[src/rtl/enc8b10b_framer.sv]
// 8b/10b packet framer: preamble, encoded payload, K23.7, optional CRC-32, K28.5.
// Running disparity persists across packets; every output is registered.
module enc8b10b_framer #(
    parameter int PREAMBLE_LEN = 4,
    parameter int CRC_EN       = 1,
    parameter int LSB_FIRST    = 1
) (
    input  logic       clk,
    input  logic       reset,
    input  logic       pushin,
    input  logic [8:0] datain,
    input  logic       startin,
    input  logic       endin,
    output logic       readyout,
    output logic       pushout,
    output logic [9:0] dataout,
    output logic       startout,
    output logic       endout,
    output logic       errout
);

    typedef enum logic [2:0] {IDLE, PRE, DATA, EOP, CRC, SOF_END} state_t;

    localparam logic [8:0] K281 = 9'h13C;
    localparam logic [8:0] K285 = 9'h1BC;
    localparam logic [8:0] K237 = 9'h1F7;

    state_t      state_q;
    logic [3:0]  cnt_q;
    logic [8:0]  hold_q;
    logic        hold_end_q;
    logic        rd_q;
    logic [31:0] crc_q;
    logic        rdy_q;

    logic        accept, drop, pre_done;
    logic [7:0]  crc_b;
    logic [8:0]  sel_d, enc_in_d;
    logic        kbad_d;
    logic [10:0] enc_d;
    logic [9:0]  dout_d;

    // Returns {rd_out, abcdei, fghj}; bit 9 of the symbol is code bit a.
    function automatic logic [10:0] enc(input logic k, input logic [7:0] b, input logic rd);
        logic [4:0] x;
        logic [2:0] y;
        logic [5:0] s6;
        logic [3:0] s4;
        logic       rd6;
        logic       a7;
        x = b[4:0];
        y = b[7:5];
        case (x)
            5'd0:  s6 = 6'b100111;  5'd1:  s6 = 6'b011101;
            5'd2:  s6 = 6'b101101;  5'd3:  s6 = 6'b110001;
            5'd4:  s6 = 6'b110101;  5'd5:  s6 = 6'b101001;
            5'd6:  s6 = 6'b011001;  5'd7:  s6 = 6'b111000;
            5'd8:  s6 = 6'b111001;  5'd9:  s6 = 6'b100101;
            5'd10: s6 = 6'b010101;  5'd11: s6 = 6'b110100;
            5'd12: s6 = 6'b001101;  5'd13: s6 = 6'b101100;
            5'd14: s6 = 6'b011100;  5'd15: s6 = 6'b010111;
            5'd16: s6 = 6'b011011;  5'd17: s6 = 6'b100011;
            5'd18: s6 = 6'b010011;  5'd19: s6 = 6'b110010;
            5'd20: s6 = 6'b001011;  5'd21: s6 = 6'b101010;
            5'd22: s6 = 6'b011010;  5'd23: s6 = 6'b111010;
            5'd24: s6 = 6'b110011;  5'd25: s6 = 6'b100110;
            5'd26: s6 = 6'b010110;  5'd27: s6 = 6'b110110;
            5'd28: s6 = 6'b001110;  5'd29: s6 = 6'b101110;
            5'd30: s6 = 6'b011110;  default: s6 = 6'b101011;
        endcase
        if (k && x == 5'd28) s6 = 6'b001111;
        if (rd && (($countones(s6) != 3) || x == 5'd7)) s6 = ~s6;
        rd6 = ($countones(s6) != 3) ? ~rd : rd;
        case (y)
            3'd0:    s4 = 4'b1011;
            3'd1:    s4 = 4'b1001;
            3'd2:    s4 = 4'b0101;
            3'd3:    s4 = 4'b1100;
            3'd4:    s4 = 4'b1101;
            3'd5:    s4 = 4'b1010;
            3'd6:    s4 = 4'b0110;
            default: s4 = 4'b1110;
        endcase
        a7 = (y == 3'd7) &&
             (k || (!rd6 && (x == 5'd17 || x == 5'd18 || x == 5'd20)) ||
                   (rd6 && (x == 5'd11 || x == 5'd13 || x == 5'd14)));
        if (a7) s4 = 4'b0111;
        // Control symbols invert the neutral 3b/4b codes so commas stay unique.
        if (k) begin
            if (y == 3'd1 || y == 3'd2 || y == 3'd5 || y == 3'd6) s4 = ~s4;
            if (rd6) s4 = ~s4;
        end else if (rd6 && (($countones(s4) != 2) || y == 3'd3)) begin
            s4 = ~s4;
        end
        return {(($countones(s4) != 2) ? ~rd6 : rd6), s6, s4};
    endfunction

    function automatic logic [31:0] crc_upd(input logic [31:0] c, input logic [7:0] b);
        logic [31:0] r;
        r = c ^ {24'd0, b};
        for (int i = 0; i < 8; i++) r = r[0] ? ((r >> 1) ^ 32'hEDB88320) : (r >> 1);
        return r;
    endfunction

    assign accept   = pushin & readyout;
    assign drop     = pushin & ~readyout;
    assign pre_done = (cnt_q == 4'(PREAMBLE_LEN));
    assign readyout = rdy_q & ~reset;

    // Pick the byte the current state wants to emit and encode it.
    always_comb begin
        case (cnt_q[1:0])
            2'd0:    crc_b = ~crc_q[7:0];
            2'd1:    crc_b = ~crc_q[15:8];
            2'd2:    crc_b = ~crc_q[23:16];
            default: crc_b = ~crc_q[31:24];
        endcase
        case (state_q)
            PRE:     sel_d = pre_done ? hold_q : K281;
            DATA:    sel_d = datain;
            EOP:     sel_d = K237;
            CRC:     sel_d = {1'b0, crc_b};
            default: sel_d = K285;
        endcase
        kbad_d = sel_d[8] && !(sel_d[4:0] == 5'd28 ||
                 (sel_d[7:5] == 3'd7 && (sel_d[4:0] == 5'd23 || sel_d[4:0] == 5'd27 ||
                                         sel_d[4:0] == 5'd29 || sel_d[4:0] == 5'd30)));
        enc_in_d = kbad_d ? K285 : sel_d;
        enc_d    = enc(enc_in_d[8], enc_in_d[7:0], rd_q);
        dout_d   = '0;
        for (int i = 0; i < 10; i++) dout_d[i] = (LSB_FIRST != 0) ? enc_d[9-i] : enc_d[i];
    end

    // Framing FSM with registered outputs, disparity and CRC state.
    always_ff @(posedge clk or posedge reset) begin
        if (reset) begin
            state_q    <= IDLE;
            cnt_q      <= '0;
            hold_q     <= '0;
            hold_end_q <= 1'b0;
            rd_q       <= 1'b0;
            crc_q      <= 32'hFFFFFFFF;
            rdy_q      <= 1'b1;
            pushout    <= 1'b0;
            dataout    <= '0;
            startout   <= 1'b0;
            endout     <= 1'b0;
            errout     <= 1'b0;
        end else begin
            pushout  <= 1'b0;
            startout <= 1'b0;
            endout   <= 1'b0;
            errout   <= drop;
            case (state_q)
                IDLE: begin
                    if (accept && startin) begin
                        hold_q     <= datain;
                        hold_end_q <= endin;
                        crc_q      <= 32'hFFFFFFFF;
                        cnt_q      <= '0;
                        rdy_q      <= 1'b0;
                        state_q    <= PRE;
                    end else if (accept) begin
                        errout <= 1'b1;
                    end
                end
                PRE: begin
                    pushout <= 1'b1;
                    dataout <= dout_d;
                    rd_q    <= enc_d[10];
                    if (!pre_done) begin
                        startout <= (cnt_q == 4'd0);
                        cnt_q    <= cnt_q + 4'd1;
                    end else begin
                        cnt_q  <= '0;
                        errout <= drop | kbad_d;
                        if (!hold_q[8]) crc_q <= crc_upd(crc_q, hold_q[7:0]);
                        rdy_q   <= ~hold_end_q;
                        state_q <= hold_end_q ? EOP : DATA;
                    end
                end
                DATA: begin
                    if (accept) begin
                        pushout <= 1'b1;
                        dataout <= dout_d;
                        rd_q    <= enc_d[10];
                        errout  <= kbad_d | startin;
                        if (!datain[8]) crc_q <= crc_upd(crc_q, datain[7:0]);
                        if (endin) begin
                            rdy_q   <= 1'b0;
                            state_q <= EOP;
                        end
                    end
                end
                EOP: begin
                    pushout <= 1'b1;
                    dataout <= dout_d;
                    rd_q    <= enc_d[10];
                    cnt_q   <= '0;
                    state_q <= (CRC_EN != 0) ? CRC : SOF_END;
                end
                CRC: begin
                    pushout <= 1'b1;
                    dataout <= dout_d;
                    rd_q    <= enc_d[10];
                    cnt_q   <= cnt_q + 4'd1;
                    if (cnt_q[1:0] == 2'd3) begin
                        cnt_q   <= '0;
                        state_q <= SOF_END;
                    end
                end
                default: begin
                    pushout <= 1'b1;
                    dataout <= dout_d;
                    rd_q    <= enc_d[10];
                    endout  <= 1'b1;
                    rdy_q   <= 1'b1;
                    state_q <= IDLE;
                end
            endcase
        end
    end

endmodule

[config.mk]
export PLATFORM = sky130hd
export DESIGN_NAME = enc8b10b_framer
export DESIGN_NICKNAME = d
export VERILOG_FILES = /design/src/rtl/enc8b10b_framer.sv
export SDC_FILE = /design/constraint.sdc
export NUM_CORES = 1
export LEC_CHECK = 0
export ABC_CLOCK_PERIOD_IN_PS = 11200
export BUFFER_PORTS_ARGS = -buffer_cell sky130_fd_sc_hd__buf_2
export CAP_MARGIN = 20
export CORE_UTILIZATION = 50
export CTS_CLUSTER_SIZE = 16
export DETAILED_ROUTE_END_ITERATION = 8
export GPL_TIMING_DRIVEN = 0
export PLACE_DENSITY = 0.7
export SYNTH_ARGS = -nofsm -noshare
export SYNTH_HDL_FRONTEND = slang
export SYNTH_SLANG_ARGS = --single-unit
[constraint.sdc]
create_clock -name clk -period 11.2 [get_ports clk]
set_clock_uncertainty 0.05 [all_clocks]
set_input_delay 0.56 -clock clk [delete_from_list [all_inputs] [get_ports clk]]
set_output_delay 0.56 -clock clk [all_outputs]
set_load 0.01 [all_outputs]
* After elaboration in Yosys (flattened, before gate mapping)
Memory sizes are Yosys's and may differ from the RTL's.
Cells that the tools add are included.
** Word-level totals
- Register bits :: 65
- Memory bits (read-only) :: 192
- Output and inout bits :: 15
- Word-level logic and storage cells :: 214
- Memories kept :: 1
** Operators by class
- Add/subtract/negate cells :: 17
- Equality and inequality tests :: 40
- Multiplexer cells :: 67
- Bitwise gates (word level) :: 37
- Reductions and logical operators :: 40
** Memories
- (name not given) :: depth 32, width 6, rd ports 1, clocked after memory_dff 0, wr ports 0, line 53 : case (x)
** Operator list (number)
- 32-bit 2-to-1 mux :: 21
- 13-bit NOT with 14-bit output :: 16
- 32-bit one-hot mux with 3 select lines :: 1
- 32-bit by 8-bit XOR with 32-bit output :: 2
- 5-bit equality test, second input constant :: 9
- 4-bit 2-to-1 mux :: 9
- 9-bit one-hot mux with 4 select lines :: 1
- 8-bit NOT :: 4
- 4-bit one-hot mux with 7 select lines :: 1
- 8-bit one-hot mux with 3 select lines :: 1
- 1-bit by 1-bit adder with 2-bit output :: 10
- 10-bit one-hot mux with 2 select lines :: 1
- 3-bit equality test, second input constant :: 6
- 9-bit 2-to-1 mux :: 2
- 1-bit 2-to-1 mux :: 16
- 4-bit one-hot mux with 4 select lines :: 1
- 5-bit by 4-bit equality test with 1-bit output, second input constant :: 3
- 1-bit logical OR :: 15
- 3-bit 2-to-1 mux :: 5
- 3-bit one-hot mux with 5 select lines :: 1
- 2-bit inequality test, second input constant :: 7
- 2-bit by 2-bit adder with 3-bit output :: 4
- 3-bit by 2-bit equality test with 1-bit output, second input constant :: 4
- 6-bit 2-to-1 mux :: 2
- other kinds (30) :: 59

* Depth between registers and ports, before layout
Gate-level depths: netlist (run 1).
- Depth after elaboration :: 46
- Depth in mapped cells :: 53

* Least setup slack after synthesis (run 1)
No wires, ideal clock.
- Kind :: reg2reg
- Start :: register cnt_q[0]
- End :: register rd_q
- Library setup time :: 0.139 ns
- Arrival time :: 11.055 ns
- Data required time :: 11.011 ns
- Slack :: -0.044 ns
- Cell stages (with the launch flop) :: 48
- Clock period less this slack :: 11.244 ns
- Cells stage by stage :: dfrtp_1 inv_1 ha_1 buf_4 and3b_1 a32o_1 a21oi_1 nand4_1 o2111a_2 or2b_1 nand2_1 inv_1 ha_1 nor4_1 a311o_1 a21oi_2 fa_1 inv_1 [12 not listed] xor2_1 and3_1 a2111oi_4 nor3b_1 o31a_4 fa_1 ha_1 ha_1 o311ai_0 nand2_1 and3_1 o31ai_2 fa_1 ha_1 ha_1 nand2_1 xnor2_1 a21oi_1
** On the way
- Longest elaborated chain between the ends :: 46
** RTL lines
- start: declaration :: line 29 : logic [3:0] cnt_q;
- start signal: assignment :: line 173 : cnt_q <= cnt_q + 4'd1;
- start signal: assignment :: line 206 : cnt_q <= cnt_q + 4'd1;
- 2-bit equality test (tied with other cells) :: line 112 : case (cnt_q[1:0])
- 8-bit one-hot mux with 3 select lines / 9-bit 2-to-1 mux (equally long branches) :: line 112, 119
- 9-bit one-hot mux with 4 select lines * :: line 118 : case (state_q)
- 5-bit equality test :: line 126 : (sel_d[7:5] == 3'd7 && (sel_d[4:0] == 5'd23 || sel_d[4:0] == 5'd27 ||
- 1-bit logical OR (2 in series) :: line 126
- 1-bit logical OR :: line 127 : sel_d[4:0] == 5'd29 || sel_d[4:0] == 5'd30)));
- 1-bit logical AND :: line 126
- 1-bit logical OR :: line 125 : kbad_d = sel_d[8] && !(sel_d[4:0] == 5'd28 ||
- [13 not listed]
- named net dout_d[3] :: line 41 : logic [9:0] dout_d;
- [17 not listed]
- 4-bit 2-to-1 mux * :: line 89 : if (k) begin
- named net dout_d[6] :: line 41
- 1-bit by 1-bit adder with 2-bit output (not written as such) * :: line 95 : return {(($countones(s4) != 2) ? ~rd6 : rd6), s6, s4};
- 2-bit by 2-bit adder with 3-bit output (not written as such) * :: line 95
- 3-bit by 2-bit inequality test with 1-bit output * :: line 95
- 1-bit 2-to-1 mux * :: line 95
- 1-bit 2-to-1 mux :: line 183 : if (accept) begin
- 1-bit one-hot mux with 2 select lines * :: line 154 : case (state_q)
- end signal: assignment :: line 170 : rd_q <= enc_d[10];
- end signal: assignment :: line 186 : rd_q <= enc_d[10];
- end signal: assignment :: line 198 : rd_q <= enc_d[10];
- end: declaration :: line 32 : logic rd_q;
Mark *: on every way through the listed nets, which the timed path passes. The select of a mux whose other input is x is not followed.
A chain may end at the register's enable or synchronous reset.

* Worst setup path after layout (run 1)
- Start :: register cnt_q[1]
- End :: register rd_q
Same word-level chain as after synthesis.

==> summary.md, run 1 <==
| Metric | Value |
|---|---|
| Status | completed |
| First-pass GRT wire length | 31600 um |
| Final setup viols | 0 |
| Final std cells w/o fill | 934 |
| Element type at the critical path end | register |
| Core ar. | 12200 um^2 |
| Min-Delay Path Class | primary input to asynchronous set/reset pin |
| Mapped Cells | 674 |
| N_diodes | 0 |
| Overall Global Routing Usage | 0.320 |
| GP Congestion | 0.952 |
| Placed inst area | 6670 um^2 |
| Buf+Inv Stages, Crit Path | 5 |
| Post-synth top area cell | dfstp_2 |
| Cts bufs inserted | 9 |
| Top-count cell post-synth | xnor2_1 |
| Post-DR wirelength/cell | 22.1 um |
| Most frequent CP cell | fa_1 |
| Syn_nets | 712 |
| Clk buf depth | 2 |
| Least-Margin Pin Slew | 1.04 ns |
| Clk Latency, worst-skew pair | 0.35 ns |
| Syn avg cell area | 9.34 um^2 |
| Clock root buffer master | clkbuf_16 |
| Area growth syn-to-layout | 24.2% |
| EDFF count, synth | 0 |
| Routed WL | 20700 um |
| Router iterations before antenna repair | 5 |
| Final hold viol count | 0 |
| Top post-synthesis cells by area | dfstp_2 14%, xnor2_1 14%, dfrtp_1 13% |
| YS warnings | 0 |
| H-tree levels | 3 |
| Synth top cells by count | 99 x xnor2_1, 56 x nand2_1, 46 x o21ai_0, 46 x xor2_1, 43 x nor2_1 |
| Unrepaired setup endpoints after global routing | true |
| Slowest stage delay, CP | 0.54 ns |
| Top_reg_cell synth | dfstp_2 |
| Die area | 13000 um^2 |
| Finished Cell Area | 7820 um^2 |
| Vias | 5957 |
| Io pins | 29 |
| Via density per instance | 6.38 |
| Initial antenna violation count | 0 |
| Crit path max fanout | 10 |
| Critical Path RT | 11.37 ns |
| Unique masters post-synth | 87 |
| Yosys top cell area share | 0.138 |
| Die Wd | 114 um |
| Mapped Area | 6290 um^2 |
| FMAX | 90.0 MHz |
| Rows | 40 |
| CP startpoint kind | register |
| Setup_tns | 0 ns |
| Slowest cell on the critical path | fa_1 |
| CTS tree | yes |
| IO buf count | 28 |
| Drc violations | 0 |
| Fin nets | 799 |
| Max-Cap Viols | 0 |
| Crit Path Category | register to register |
| Routed Antenna Nets | 0 |
| Pins Over Slew Limit | 0 |
| Clock slew at reported path FFs | 0.06 ns |
| Initial DRC Count | 624 |
| Pin count of the biggest net entering global routing | 34 |
| Vias in the first global route | 5724 |
| DP Wirelength | 14400 um |
| Final period util | 0.992 |
| Minimum clock period | 11.11 ns |
| Yosys reg bits | 65 |
| Grt total ovfl | 0 |
| CP top delay family | adder cells |
| Ys async rst share | 1.00 |
| Layout cells sized above 1 | 0.349 |
| TritonCTS Sinks | 65 |
| Worst slew margin | 0.300 |
| Placed cell count | 871 |
| Initial cell density of the core | 0.518 |
| Sequential area share after synthesis | 0.265 |
| Worst endpoint data arrival time | 11.28 ns |
| Die span in y | 114 um |
final cells by class:
| cell class | instances | area (um^2) |
|---|---|---|
| repair buffers | 77 | 524 |
| well taps | 168 | 210 |
| flip-flops and latches | 65 | 1670 |
| clock buffers | 10 | 229 |
| fillers | 948 | 4340 |
| clock inverters | 6 | 82.6 |
| plain buffers | 33 | 194 |
| inverters | 20 | 85.1 |
| multi-input cells | 555 | 4820 |
layer usage:
metal / track usage / wire length, um
met1: 0.419 / 8340
met2: 0.502 / 9650
met5: 0 / 0
met4: 0.146 / 813
met3: 0.0741 / 1860
timing repair:
action	in CTS	in global routing
hold buffers	0	0
setup buffers	31	16
setup endpoints to repair	5	1
gates cloned	0	0
pin swaps	50	36
resized for setup	71	28
endpoints found under the hold margin	0	0
stage by stage:
step	setup slack, ns	utilization	hold WS [ns]
after detailed placement	-1.24	0.548	0.442
after floorplan	0.0680	-	0.420
final	0.0905	0.643	0.268
after CTS	-0.0216	0.619	0.287
after global placement	-0.907	0.547	0.436
after global routing	-0.223	0.643	0.334
cell usage in the layout (no fill, tap or decap), drive strengths merged, types with 4 or more instances in the layout:
master,count
ha,17
nor2,45
a2111oi,4
nor3b,4
nand3,10
o31ai,6
dfstp,33
xnor2,99
o2111ai,5
buf,89
xor2,46
mux2,21
o21ai,46
nor4,5
a221o,8
dfrtp,32
inv,20
o221ai,5
a22oi,9
o22ai,9
a21oi,33
nand2,58
nor2b,10
nand4,5
o311ai,4
nand2b,17
fa,7
nor3,7
a221oi,21
clkbuf,31
state kept, by name, indices dropped and copies added, names as in the netlist:
signal,count
hold_end_q,1
cnt_q,4
state_q,3
rd_q,1
startout,1
rdy_q,1
dataout,10
endout,1
pushout,1
hold_q,9
errout,1
crc_q,32
worst paths after layout:
| check | startpoint | depth (start not counted) | slack, ns | end |
|---|---|---|---|---|
| max in group asynchronous | reset | 3 | 10.11 | crc_q[29] |
| min in group clk | endin | 2 | 0.41 | hold_end_q |
| hold reg to reg | dataout[8] | 1 | 0.46 | dataout[8] |
| setup / recovery | cnt_q[1] | 47 | 0.09 | rd_q |
| hold / removal | reset | 2 | 0.27 | errout |
| setup reg to reg | cnt_q[1] | 47 | 0.09 | rd_q |
kinds of logic after synthesis:
logic type,after synthesis,share of synthesized area
AO/OA/AOI/OAI,184,0.240
AND/OR/NAND/NOR,178,0.154
XOR/XNOR,145,0.202
flip-flops,65,0.265
buffers and inverters,54,0.0413
adder cells (fa/ha/maj),25,0.0576
multiplexers,23,0.0407
Power of run 1 is not shown: default switching activity piles up to over one toggle a cycle in this logic, so the estimate is an artifact.
==> run 2, diff against run 1 <==
--- a/config.mk
+++ b/config.mk
@@ -8,11 +8,10 @@
 export ABC_CLOCK_PERIOD_IN_PS = 11200
 export BUFFER_PORTS_ARGS = -buffer_cell sky130_fd_sc_hd__buf_2
 export CAP_MARGIN = 20
-export CORE_UTILIZATION = 50
+export CORE_UTILIZATION = 35
 export CTS_CLUSTER_SIZE = 16
 export DETAILED_ROUTE_END_ITERATION = 8
 export GPL_TIMING_DRIVEN = 0
-export PLACE_DENSITY = 0.7
 export SYNTH_ARGS = -nofsm -noshare
 export SYNTH_HDL_FRONTEND = slang
 export SYNTH_SLANG_ARGS = --single-unit
==> run 2 against run 1 <==
Effect of this change: cell count is 7.3% higher; hold slack better by 0.081 ns; final area is 1.9% higher; count of clock-buffer cells in the layout is 3 higher; global-route usage is 10 points lower; die area is 42% higher; register-to-register slack better by 0.05 ns; highest routed layer unchanged.
==> summary.md, run 2 (synthesis results as in run 1) <==
| Metric | Value |
|---|---|
| Via density per instance | 5.75 |
| Commonest non-fill, non-tap cells in the layout | 96 x xnor2_1, 57 x buf_4, 52 x nand2_1, 43 x o21ai_0, 42 x xor2_1 |
| Max FFs per register | 32 |
| Cts bufs inserted | 9 |
| Routed Antenna Nets | 0 |
| Storage cell area | 1670 um^2 |
| Drc violations | 0 |
| Slowest stage delay, CP | 0.57 ns |
| Initial antenna violation count | 0 |
| H-tree levels | 3 |
| GP Congestion | 0.932 |
| Status | completed |
| Slowest cell on the critical path | fa_1 |
| Critical Path RT | 11.43 ns |
| Post-DR wirelength/cell | 20.2 um |
| Io pins | 29 |
| Unrepaired setup endpoints after global routing | true |
| Vias in the first global route | 5495 |
| Most common cell after layout, fill and taps aside | xnor2_1 |
| Grt total ovfl | 0 |
| Die area | 18500 um^2 |
| Top reg by flops | crc_q |
| Rows | 48 |
| Clk Latency, worst-skew pair | 0.35 ns |
| Initial DRC Count | 642 |
| Placed cell count | 927 |
| Multi-input logic area | 4800 um^2 |
| First-pass GRT wire length | 30800 um |
| Die Wd | 136 um |
| Crit Path Category | register to register |
| Final std cells w/o fill | 1002 |
| IO buf count | 28 |
| DP Wirelength | 14100 um |
| TritonCTS Sinks | 65 |
| Overall Global Routing Usage | 0.219 |
| Fin nets | 810 |
| Pins Over Slew Limit | 0 |
| Initial cell density of the core | 0.361 |
| Max-Cap Viols | 0 |
| Filler cells | 1626 |
| Pin count of the biggest net entering global routing | 66 |
| Die span in y | 136 um |
| N_diodes | 0 |
| Clock slew at reported path FFs | 0.07 ns |
| FMAX | 90.4 MHz |
| Worst endpoint data arrival time | 11.29 ns |
| Most frequent CP cell | fa_1 |
| Clk buf depth | 2 |
| Crit path max fanout | 5 |
| Worst slew margin | 0.272 |
| Core ar. | 17400 um^2 |
| Router iterations before antenna repair | 5 |
| Vias | 5763 |
| Final hold viol count | 0 |
| Minimum clock period | 11.06 ns |
| CTS tree | yes |
| # hold bufs at CTS | 0 |
| Clock root buffer master | clkbuf_16 |
| Final period util | 0.988 |
| Layout cells sized above 1 | 0.353 |
| Final setup viols | 0 |
| Routed WL | 20300 um |
| Area growth syn-to-layout | 26.6% |
| Min-Delay Path Class | primary input to asynchronous set/reset pin |
| Largest registers | crc_q x32, dataout x10, hold_q x9 |
| Least-Margin Pin Slew | 1.08 ns |
| Element type at the critical path end | register |
| CP startpoint kind | register |
[run 2: layout make-up]
type	count	area share
plain buffers	34	0.0254
clock buffers	13	0.0326
clock inverters	3	0.00502
inverters	20	0.0115
multi-input cells	555	0.603
flip-flops and latches	65	0.210
well taps	225	0.0353
repair buffers	87	0.0779
[run 2: timing repair]
item,CTS,global route
resized for setup,61,33
setup buffers,41,17
pin swaps,47,39
cloned,0,1
endpoints found under the setup margin,5,1
endpoints found under the hold margin,0,0
[run 2: path summary, 6_finish.rpt]
kind | slack [ns] | start | cells after the start | to
setup / recovery | 0.14 | cnt_q[1] | 48 | rd_q
hold / removal | 0.35 | reset | 2 | rd_q
setup reg to reg | 0.14 | cnt_q[1] | 48 | rd_q
hold reg to reg | 0.45 | dataout[5] | 1 | dataout[5]
max in group asynchronous | 10.16 | reset | 2 | cnt_q[1]
min in group clk | 0.44 | endin | 2 | hold_end_q
[run 2: per-layer routing]
| metal | global-route usage | up-vias | wire length, um |
|---|---|---|---|
| li1 | - | 2643 | - |
| met1 | 0.292 | 2854 | 8850 |
| met2 | 0.346 | 220 | 9570 |
| met3 | 0.0313 | 46 | 1210 |
| met4 | 0.100 | 0 | 629 |
| met5 | 0 | - | 0 |
[run 2: critical path, delay by kind of cell (launching register included)]
family | cells | cell delay (ns)
DFF | 1 | 0.44
xor gates and xnor gates | 4 | 0.61
adders and majority gates | 16 | 5.37
AOI/OAI and AO/OA | 12 | 2.71
and+or+nand+nor | 10 | 1.33
buffers and inverters | 6 | 0.45
[run 2: per-stage QoR]
| stage | setup slack (ns) | utilization | instance area [um^2] | hold WS (ns) | TNS (ns) |
|---|---|---|---|---|---|
| after detailed placement | -1.26 | 0.386 | 6720 | 0.441 | -1.96 |
| final | 0.140 | 0.458 | 7970 | 0.349 | 0 |
| after CTS | 0.00549 | 0.438 | 7630 | 0.386 | 0 |
| after global routing | -0.218 | 0.458 | 7970 | 0.420 | -0.218 |
| after floorplan | 0.0680 | - | 6300 | 0.420 | 0 |
| after global placement | -1.05 | 0.386 | 6720 | 0.434 | -1.05 |
Power of run 2 is left out for the same reason.
